## src/rtl/gray_frame_writer_if.sv

```systemverilog
// Camera-in / SRAM-out bundle of gray_frame_writer.
// slave: the writer itself; master: whatever drives the camera side.
interface gray_frame_writer_if;
   logic        start;
   logic        sof;
   logic        valid;
   logic [9:0]  r;
   logic [9:0]  g;
   logic [9:0]  b;
   logic [19:0] sram_addr;
   logic [15:0] sram_dq;
   logic        sram_we_n;
   logic        sram_ce_n;
   logic        sram_oe_n;
   logic        sram_lb_n;
   logic        sram_ub_n;
   logic        busy;
   logic        done;
   logic        overflow;

   modport slave (
      input  start, sof, valid, r, g, b,
      output sram_addr, sram_dq, sram_we_n,
      output sram_ce_n, sram_oe_n, sram_lb_n, sram_ub_n,
      output busy, done, overflow
   );

   modport master (
      output start, sof, valid, r, g, b,
      input  sram_addr, sram_dq, sram_we_n,
      input  sram_ce_n, sram_oe_n, sram_lb_n, sram_ub_n,
      input  busy, done, overflow
   );
endinterface

```

## src/rtl/gray_frame_writer.sv

```systemverilog
// Captures one RGB frame, converts to 10-bit luma, writes it to SRAM.
// Ports: clk, rst (sync, active-high), bus (gray_frame_writer_if.slave).
module gray_frame_writer #(
   parameter int          WIDTH      = 640,
   parameter int          HEIGHT     = 480,
   parameter int          PIXELS     = 307200,
   parameter int          FIFO_DEPTH = 4,
   parameter logic [19:0] BASE_ADDR  = 20'd0
) (
   input  logic               clk,
   input  logic               rst,
   gray_frame_writer_if.slave bus
);
   localparam int          AW       = $clog2(FIFO_DEPTH);
   localparam logic [18:0] LAST_PIX = 19'(PIXELS - 1);
   localparam bit          SINGLE   = (PIXELS == 1);

   if (FIFO_DEPTH < 2 || (FIFO_DEPTH & (FIFO_DEPTH - 1)) != 0)
   begin : g_bad_depth
      $error("FIFO_DEPTH must be a power of two >= 2");
   end

   if (PIXELS < 1 || PIXELS > (1 << 19) || PIXELS > WIDTH * HEIGHT)
   begin : g_bad_pixels
      $error("PIXELS out of range for the frame geometry");
   end

   typedef enum logic [1:0] {
      S_IDLE,
      S_ARMED,
      S_CAPTURE,
      S_DRAIN
   } state_t;

   typedef enum logic [1:0] {
      W_IDLE,
      W_STROBE,
      W_HOLD
   } wstate_t;

   typedef struct packed {
      logic [19:0] addr;
      logic [9:0]  gray;
   } entry_t;

   state_t      state, state_n;
   wstate_t     wstate, wstate_n;
   logic [18:0] pix, pix_n;
   logic        accept;
   logic        clr_ovf;
   logic        done_n;
   logic        done;
   logic        overflow;

   logic [17:0] luma;
   logic [9:0]  gray;
   logic [19:0] pix_addr;

   entry_t      mem [FIFO_DEPTH];
   logic [AW:0] wr_ptr, rd_ptr;
   entry_t      head;
   logic        empty, full;
   logic        push, pop, drop;

   logic [19:0] wr_addr;
   logic [15:0] wr_data;
   logic        we_n;

   // Weights sum to 256, so the 18-bit sum never exceeds 256*1023.
   always_comb begin
      luma = 18'd77  * 18'(bus.r)
           + 18'd150 * 18'(bus.g)
           + 18'd29  * 18'(bus.b);
      gray = 10'(luma >> 8);
   end

   assign pix_addr = BASE_ADDR + {1'b0, pix};

   // Extra pointer bit separates full from empty.
   assign empty = (wr_ptr == rd_ptr);
   assign full  = (wr_ptr[AW] != rd_ptr[AW])
               && (wr_ptr[AW-1:0] == rd_ptr[AW-1:0]);
   assign head  = mem[rd_ptr[AW-1:0]];

   // The engine can take a new word whenever it is not mid-strobe,
   // so HOLD doubles as IDLE for back-to-back writes.
   assign pop  = !empty && (wstate != W_STROBE);
   assign push = accept && (!full || pop);
   assign drop = accept && full && !pop;

   always_comb begin
      state_n = state;
      pix_n   = pix;
      accept  = 1'b0;
      clr_ovf = 1'b0;
      done_n  = 1'b0;
      unique case (state)
         S_IDLE: begin
            if (bus.start) begin
               state_n = S_ARMED;
               pix_n   = '0;
               clr_ovf = 1'b1;
            end
         end
         S_ARMED: begin
            if (bus.valid && bus.sof) begin
               accept  = 1'b1;
               pix_n   = 19'd1;
               state_n = SINGLE ? S_DRAIN : S_CAPTURE;
            end
         end
         S_CAPTURE: begin
            if (bus.valid) begin
               accept = 1'b1;
               pix_n  = pix + 19'd1;
               if (pix == LAST_PIX) begin
                  state_n = S_DRAIN;
               end
            end
         end
         S_DRAIN: begin
            if (empty && wstate == W_IDLE) begin
               state_n = S_IDLE;
               done_n  = 1'b1;
            end
         end
         default: state_n = S_IDLE;
      endcase
   end

   always_ff @(posedge clk) begin
      if (rst) begin
         state    <= S_IDLE;
         pix      <= '0;
         done     <= 1'b0;
         overflow <= 1'b0;
      end else begin
         state <= state_n;
         pix   <= pix_n;
         done  <= done_n;
         if (clr_ovf) begin
            overflow <= 1'b0;
         end else if (drop) begin
            overflow <= 1'b1;
         end
      end
   end

   always_ff @(posedge clk) begin
      if (rst) begin
         wr_ptr <= '0;
         rd_ptr <= '0;
      end else begin
         if (push) begin
            wr_ptr <= wr_ptr + 1'b1;
         end
         if (pop) begin
            rd_ptr <= rd_ptr + 1'b1;
         end
      end
   end

   always_ff @(posedge clk) begin
      if (push) begin
         mem[wr_ptr[AW-1:0]] <= '{addr: pix_addr, gray: gray};
      end
   end

   always_comb begin
      wstate_n = wstate;
      unique case (wstate)
         W_IDLE: begin
            if (!empty) begin
               wstate_n = W_STROBE;
            end
         end
         W_STROBE: wstate_n = W_HOLD;
         W_HOLD: begin
            wstate_n = empty ? W_IDLE : W_STROBE;
         end
         default: wstate_n = W_IDLE;
      endcase
   end

   // Address and data load with the pop, so they are stable
   // for the whole low strobe and the following hold cycle.
   always_ff @(posedge clk) begin
      if (rst) begin
         wstate  <= W_IDLE;
         wr_addr <= BASE_ADDR;
         wr_data <= '0;
         we_n    <= 1'b1;
      end else begin
         wstate <= wstate_n;
         we_n   <= (wstate_n != W_STROBE);
         if (pop) begin
            wr_addr <= head.addr;
            wr_data <= {6'd0, head.gray};
         end
      end
   end

   assign bus.sram_addr = wr_addr;
   assign bus.sram_dq   = wr_data;
   assign bus.sram_we_n = we_n;
   assign bus.sram_ce_n = 1'b0;
   assign bus.sram_oe_n = 1'b1;
   assign bus.sram_lb_n = 1'b0;
   assign bus.sram_ub_n = 1'b0;
   assign bus.busy      = (state != S_IDLE);
   assign bus.done      = done;
   assign bus.overflow  = overflow;
endmodule

```

## src/flat_wrapper.sv

```systemverilog
// flat-port wrapper written by rule: the top's interface ports become plain ports
module gray_frame_writer_flat 
#(
   parameter int          WIDTH      = 640,
   parameter int          HEIGHT     = 480,
   parameter int          PIXELS     = 307200,
   parameter int          FIFO_DEPTH = 4,
   parameter logic [19:0] BASE_ADDR  = 20'd0
)
  (clk, rst, bus_start, bus_sof, bus_valid, bus_r, bus_g, bus_b, bus_sram_addr, bus_sram_dq, bus_sram_we_n, bus_sram_ce_n, bus_sram_oe_n, bus_sram_lb_n, bus_sram_ub_n, bus_busy, bus_done, bus_overflow);
  gray_frame_writer_if bus_i ();
  input  logic clk;
  input  logic rst;
  input wire logic [$bits(bus_i.start)-1:0] bus_start;
  input wire logic [$bits(bus_i.sof)-1:0] bus_sof;
  input wire logic [$bits(bus_i.valid)-1:0] bus_valid;
  input wire logic [$bits(bus_i.r)-1:0] bus_r;
  input wire logic [$bits(bus_i.g)-1:0] bus_g;
  input wire logic [$bits(bus_i.b)-1:0] bus_b;
  output wire logic [$bits(bus_i.sram_addr)-1:0] bus_sram_addr;
  output wire logic [$bits(bus_i.sram_dq)-1:0] bus_sram_dq;
  output wire logic [$bits(bus_i.sram_we_n)-1:0] bus_sram_we_n;
  output wire logic [$bits(bus_i.sram_ce_n)-1:0] bus_sram_ce_n;
  output wire logic [$bits(bus_i.sram_oe_n)-1:0] bus_sram_oe_n;
  output wire logic [$bits(bus_i.sram_lb_n)-1:0] bus_sram_lb_n;
  output wire logic [$bits(bus_i.sram_ub_n)-1:0] bus_sram_ub_n;
  output wire logic [$bits(bus_i.busy)-1:0] bus_busy;
  output wire logic [$bits(bus_i.done)-1:0] bus_done;
  output wire logic [$bits(bus_i.overflow)-1:0] bus_overflow;
  assign bus_i.start = bus_start;
  assign bus_i.sof = bus_sof;
  assign bus_i.valid = bus_valid;
  assign bus_i.r = bus_r;
  assign bus_i.g = bus_g;
  assign bus_i.b = bus_b;
  assign bus_sram_addr = bus_i.sram_addr;
  assign bus_sram_dq = bus_i.sram_dq;
  assign bus_sram_we_n = bus_i.sram_we_n;
  assign bus_sram_ce_n = bus_i.sram_ce_n;
  assign bus_sram_oe_n = bus_i.sram_oe_n;
  assign bus_sram_lb_n = bus_i.sram_lb_n;
  assign bus_sram_ub_n = bus_i.sram_ub_n;
  assign bus_busy = bus_i.busy;
  assign bus_done = bus_i.done;
  assign bus_overflow = bus_i.overflow;
  gray_frame_writer #(.WIDTH(WIDTH), .HEIGHT(HEIGHT), .PIXELS(PIXELS), .FIFO_DEPTH(FIFO_DEPTH), .BASE_ADDR(BASE_ADDR)) u_core (.clk(clk), .rst(rst), .bus(bus_i));
endmodule
```

## config.mk

```make
export PLATFORM = sky130hd
export DESIGN_NAME = gray_frame_writer_flat
export DESIGN_NICKNAME = d
export VERILOG_FILES = /design/src/rtl/gray_frame_writer_if.sv /design/src/rtl/gray_frame_writer.sv /design/src/flat_wrapper.sv
export SDC_FILE = /design/constraint.sdc
export NUM_CORES = 1
export LEC_CHECK = 0
export ABC_AREA = 1
export BUFFER_PORTS_ARGS = -buffer_cell sky130_fd_sc_hd__clkbuf_2
export CAP_MARGIN = 20
export CORE_UTILIZATION = 36
export DETAILED_ROUTE_END_ITERATION = 10
export PLACE_DENSITY_LB_ADDON = 0.3
export REMOVE_ABC_BUFFERS = 1
export SLEW_MARGIN = 20
export SYNTH_ARGS = -nofsm -noshare
export SYNTH_HDL_FRONTEND = slang
export SYNTH_SLANG_ARGS = --single-unit
```

## constraint.sdc

```tcl
create_clock -name clk -period 8.7 [get_ports clk]
set_input_delay 1.74 -clock clk [delete_from_list [all_inputs] [get_ports clk]]
set_output_delay 1.74 -clock clk [all_outputs]
set_load 0.01 [all_outputs]
```

==> summary.md <==
| Metric | Value |
|---|---|
| Outcome | finished clean |
| Clk_lat worst skew | ~430 ps |
| RSZ-0062 raised after global routing | no |
| Post-Synthesis Cells | 1219 |
| Netlist Area Pre-Place | between 10000 and 15000 sq um |
| CTS tree | done |
| Clk sinks | 177 |
| Crit path launch type | primary input |
| Largest net degree at the start of global routing | between 60 and 70 |
| Worst setup startpoint | bus_g[5] |
| Yosys top cell area share | ~31% |
| Vias in the first global route | 8073 |
| Setup TNS | 0 ps |
| Post-DP Area | 12070 sq um |
| Avg Inst Size Synth | a little over 9 sq um |
| Starting Density | 36.81% |
| Critical Path Fanout Max | 5 |
| Crit. End Element | register |
| GPL Wtd Cong | 0.8197 |
| Worst hold slack | 452.8 ps |
| Core area | 30830 sq um |
| DR iter-0 viols | 521 |
| Per-cell routed wire length | 13.58 um |
| Post-route cell area | approximately 13000 sq um |
| Critical path class | primary input to register |
| Final Slew Violations | 0 |
| R2r setup slk | 6010 ps |
| Cts repair resizes | 0 |
| Worst EP required | just under 9000 ps |
| Worst Hold Path Cells | 2 |
| Vias per cell | 4.752 |
| Critical Path AT | 7890 ps |
| Yosys cell types | 38 |
| Synth area leaders | edfxtp_1 31%, fa_1 13%, ha_1 12% |
| Pre-antenna DRT Iters | 7 |
| Tmin final | 7720 ps |
| Routed Antenna Nets | 0 |
| DIE HEIGHT | 179.5 um |
| DR vias | 8031 |
| First-pass GRT wire length | 39830 um |
| Measured slew at the worst slew-check pin | 1031 ps |
| Clock Path Buffers | 2 |
| GRT Overall Usage | 15.26% |
| DR DRC count | 0 |
| Yosys top cell by area | edfxtp_1 |
| Antenna violations before repair | 0 |
| Reg-to-reg startpoint | u_core.rd_ptr[0] |
| Total Routed Length | 22950 um |
| Reg2reg end | u_core.rd_ptr[2] |
| # IOs | 79 |
| Ys flop type | edfxtp_1 |
| Total grt overflow | 0 |
| Post-DP HPWL | 16150 um |
| Root Driver | clkbuf_16 |
| Number of synthesized flops with an enable pin | around 120 |
| CTS Hold Bufs | 0 |
| Hold Crit Start | u_core.bus.overflow |
| Worst Hold Endpoint | u_core.bus.overflow |
| Max-Cap Viols | 0 |
| R2r worst-path depth | 11 |
| Nets | 1499 |
| Final Setup Violations | 0 |
| Async SR Flop Fraction | 0% |
| CTS Buf Count | 17 |
| N_diodes | 0 |
| Final hold viol count | 0 |
| Rows | 64 |
| Reg clk slew, reported paths | 60 ps |
| Worst Hold Class | register to register |
| Post-synthesis sequential area ratio | 41.46% |
| Die footprint | around 32000 sq um |
| Clk_skew | approximately 9.3 ps |
| Maximum clock rate | 0.1295 GHz |
| H-tree depth | 4 |
| PortBufs | 67 |
| Final worst-path cycle share | 88.74% |
| Share of cells above drive strength 1 | about 9% |
| YS warnings | 0 |
| Postcts setup bufs | 0 |
| Slew headroom | 31.16% |
| Chip width | 179.5 um |
| Area growth syn-to-layout | 11.14% |
| Flops & latches, synth | 177 |
==> kinds of logic (layout without fill, tap and decap cells) <==
kind of cell	after synthesis	count (layout)	share of synthesized area, %
buffers and inverters	241	307	8.502
AND/OR/NAND/NOR	414	414	14.89
XOR/XNOR	14	14	1.081
flip-flops	177	177	41.46
AO/OA/AOI/OAI	188	188	8.998
other	2	11	0.06618
adder cells (fa/ha/maj)	183	183	25.01
==> layout make-up <==
class	instances	area, sq um
Clock buffer	20	446.7
Multi-Input combinational cell	810	5722
Tap cell	396	495.5
Sequential cell	177	4706
Inverter	199	747.0
Timing Repair Buffer	76	402.9
Clock inverter	12	91.34
Fill cell	3020	18220
==> sequential cells by signal, summed over array words and instances, names as in the netlist <==
| name | flops |
|---|---|
| u_core.bus.done | 1 |
| u_core.bus.overflow | 1 |
| u_core.bus.sram_addr | 19 |
| u_core.bus.sram_dq | 10 |
| u_core.bus.sram_we_n | 1 |
| u_core.mem | 116 |
| u_core.pix | 19 |
| u_core.rd_ptr | 3 |
| u_core.state | 2 |
| u_core.wr_ptr | 3 |
| u_core.wstate | 2 |
==> metrics by stage <==
stage	util, %	setup WS [ps]	instances
detailed placement	39.16	527.9	1658
floorplan	-	995.5	1186
global placement	39.16	573.5	1658
CTS	40.91	968.1	1690
global route	40.91	455.2	1690
finish	40.91	979.5	1690
==> critical path, cell delays in order <==
cell and delay (ps):
clkbuf_2 130, ha_1 300, ha_1 300, fa_1 540
inv_1 50, fa_1 490, inv_1 40, ha_1 340
a21oi_1 210, o21ai_0 140, a21oi_1 160, xnor2_1 160
fa_1 460, fa_1 510, inv_1 50, fa_1 460
fa_1 540, inv_1 40, ha_1 340, a21oi_1 190
a21boi_0 280, nor2_1 80, nor2_1 130, nand2_1 70
nand2_1 50, nand2_1 90
==> Yosys cell counts, drive strengths merged, types with 4 or more instances <==
| master | count |
|---|---|
| buf | 19 |
| a21oi | 38 |
| nand3 | 35 |
| o22ai | 29 |
| o21ai | 102 |
| edfxtp | 116 |
| nor2 | 178 |
| or2 | 4 |
| clkbuf | 23 |
| ha | 110 |
| dfxtp | 61 |
| nor3 | 11 |
| fa | 73 |
| xnor2 | 6 |
| nand2 | 166 |
| inv | 199 |
| xor2 | 8 |
| nand4 | 11 |
| o21bai | 7 |
==> worst max-delay path by stage <==
stage | end | slack, ps | depth (start not counted)
6_report | u_core.mem[2][7] | 980 | 26
5_1_grt | u_core.mem[0][8] | 460 | 27
4_1_cts | u_core.mem[3][7] | 970 | 26
3_5_place_dp | u_core.mem[3][7] | 530 | 26
3_3_place_gp | u_core.mem[1][8] | 570 | 27
2_1_floorplan | u_core.mem[0][8] | 1000 | 26
==> routing by layer <==
layer  GRT usage, %  wire [um]  vias to the layer above
li1               -          -                     4091
met1          20.81      11490                     3815
met2          24.92      10410                      110
met3          2.735        787                       15
met4          4.103        274                        0
met5              0          0                        -
==> cells in the final DEF (no fill, tap or decap), types with 9 or more instances in the layout <==
cell,count
conb_1,11
edfxtp_1,116
nand4_1,11
nor3_1,10
nand3_1,35
nor2_1,174
buf_4,9
dfxtp_1,60
clkbuf_16,17
ha_1,110
inv_1,197
o21ai_0,95
clkbuf_2,67
o22ai_1,29
a21oi_1,38
nand2_1,164
fa_1,73
Power is left out: the tool's default activity adds up to more than one toggle a clock period on the data nets, which glitch-free logic cannot reach.
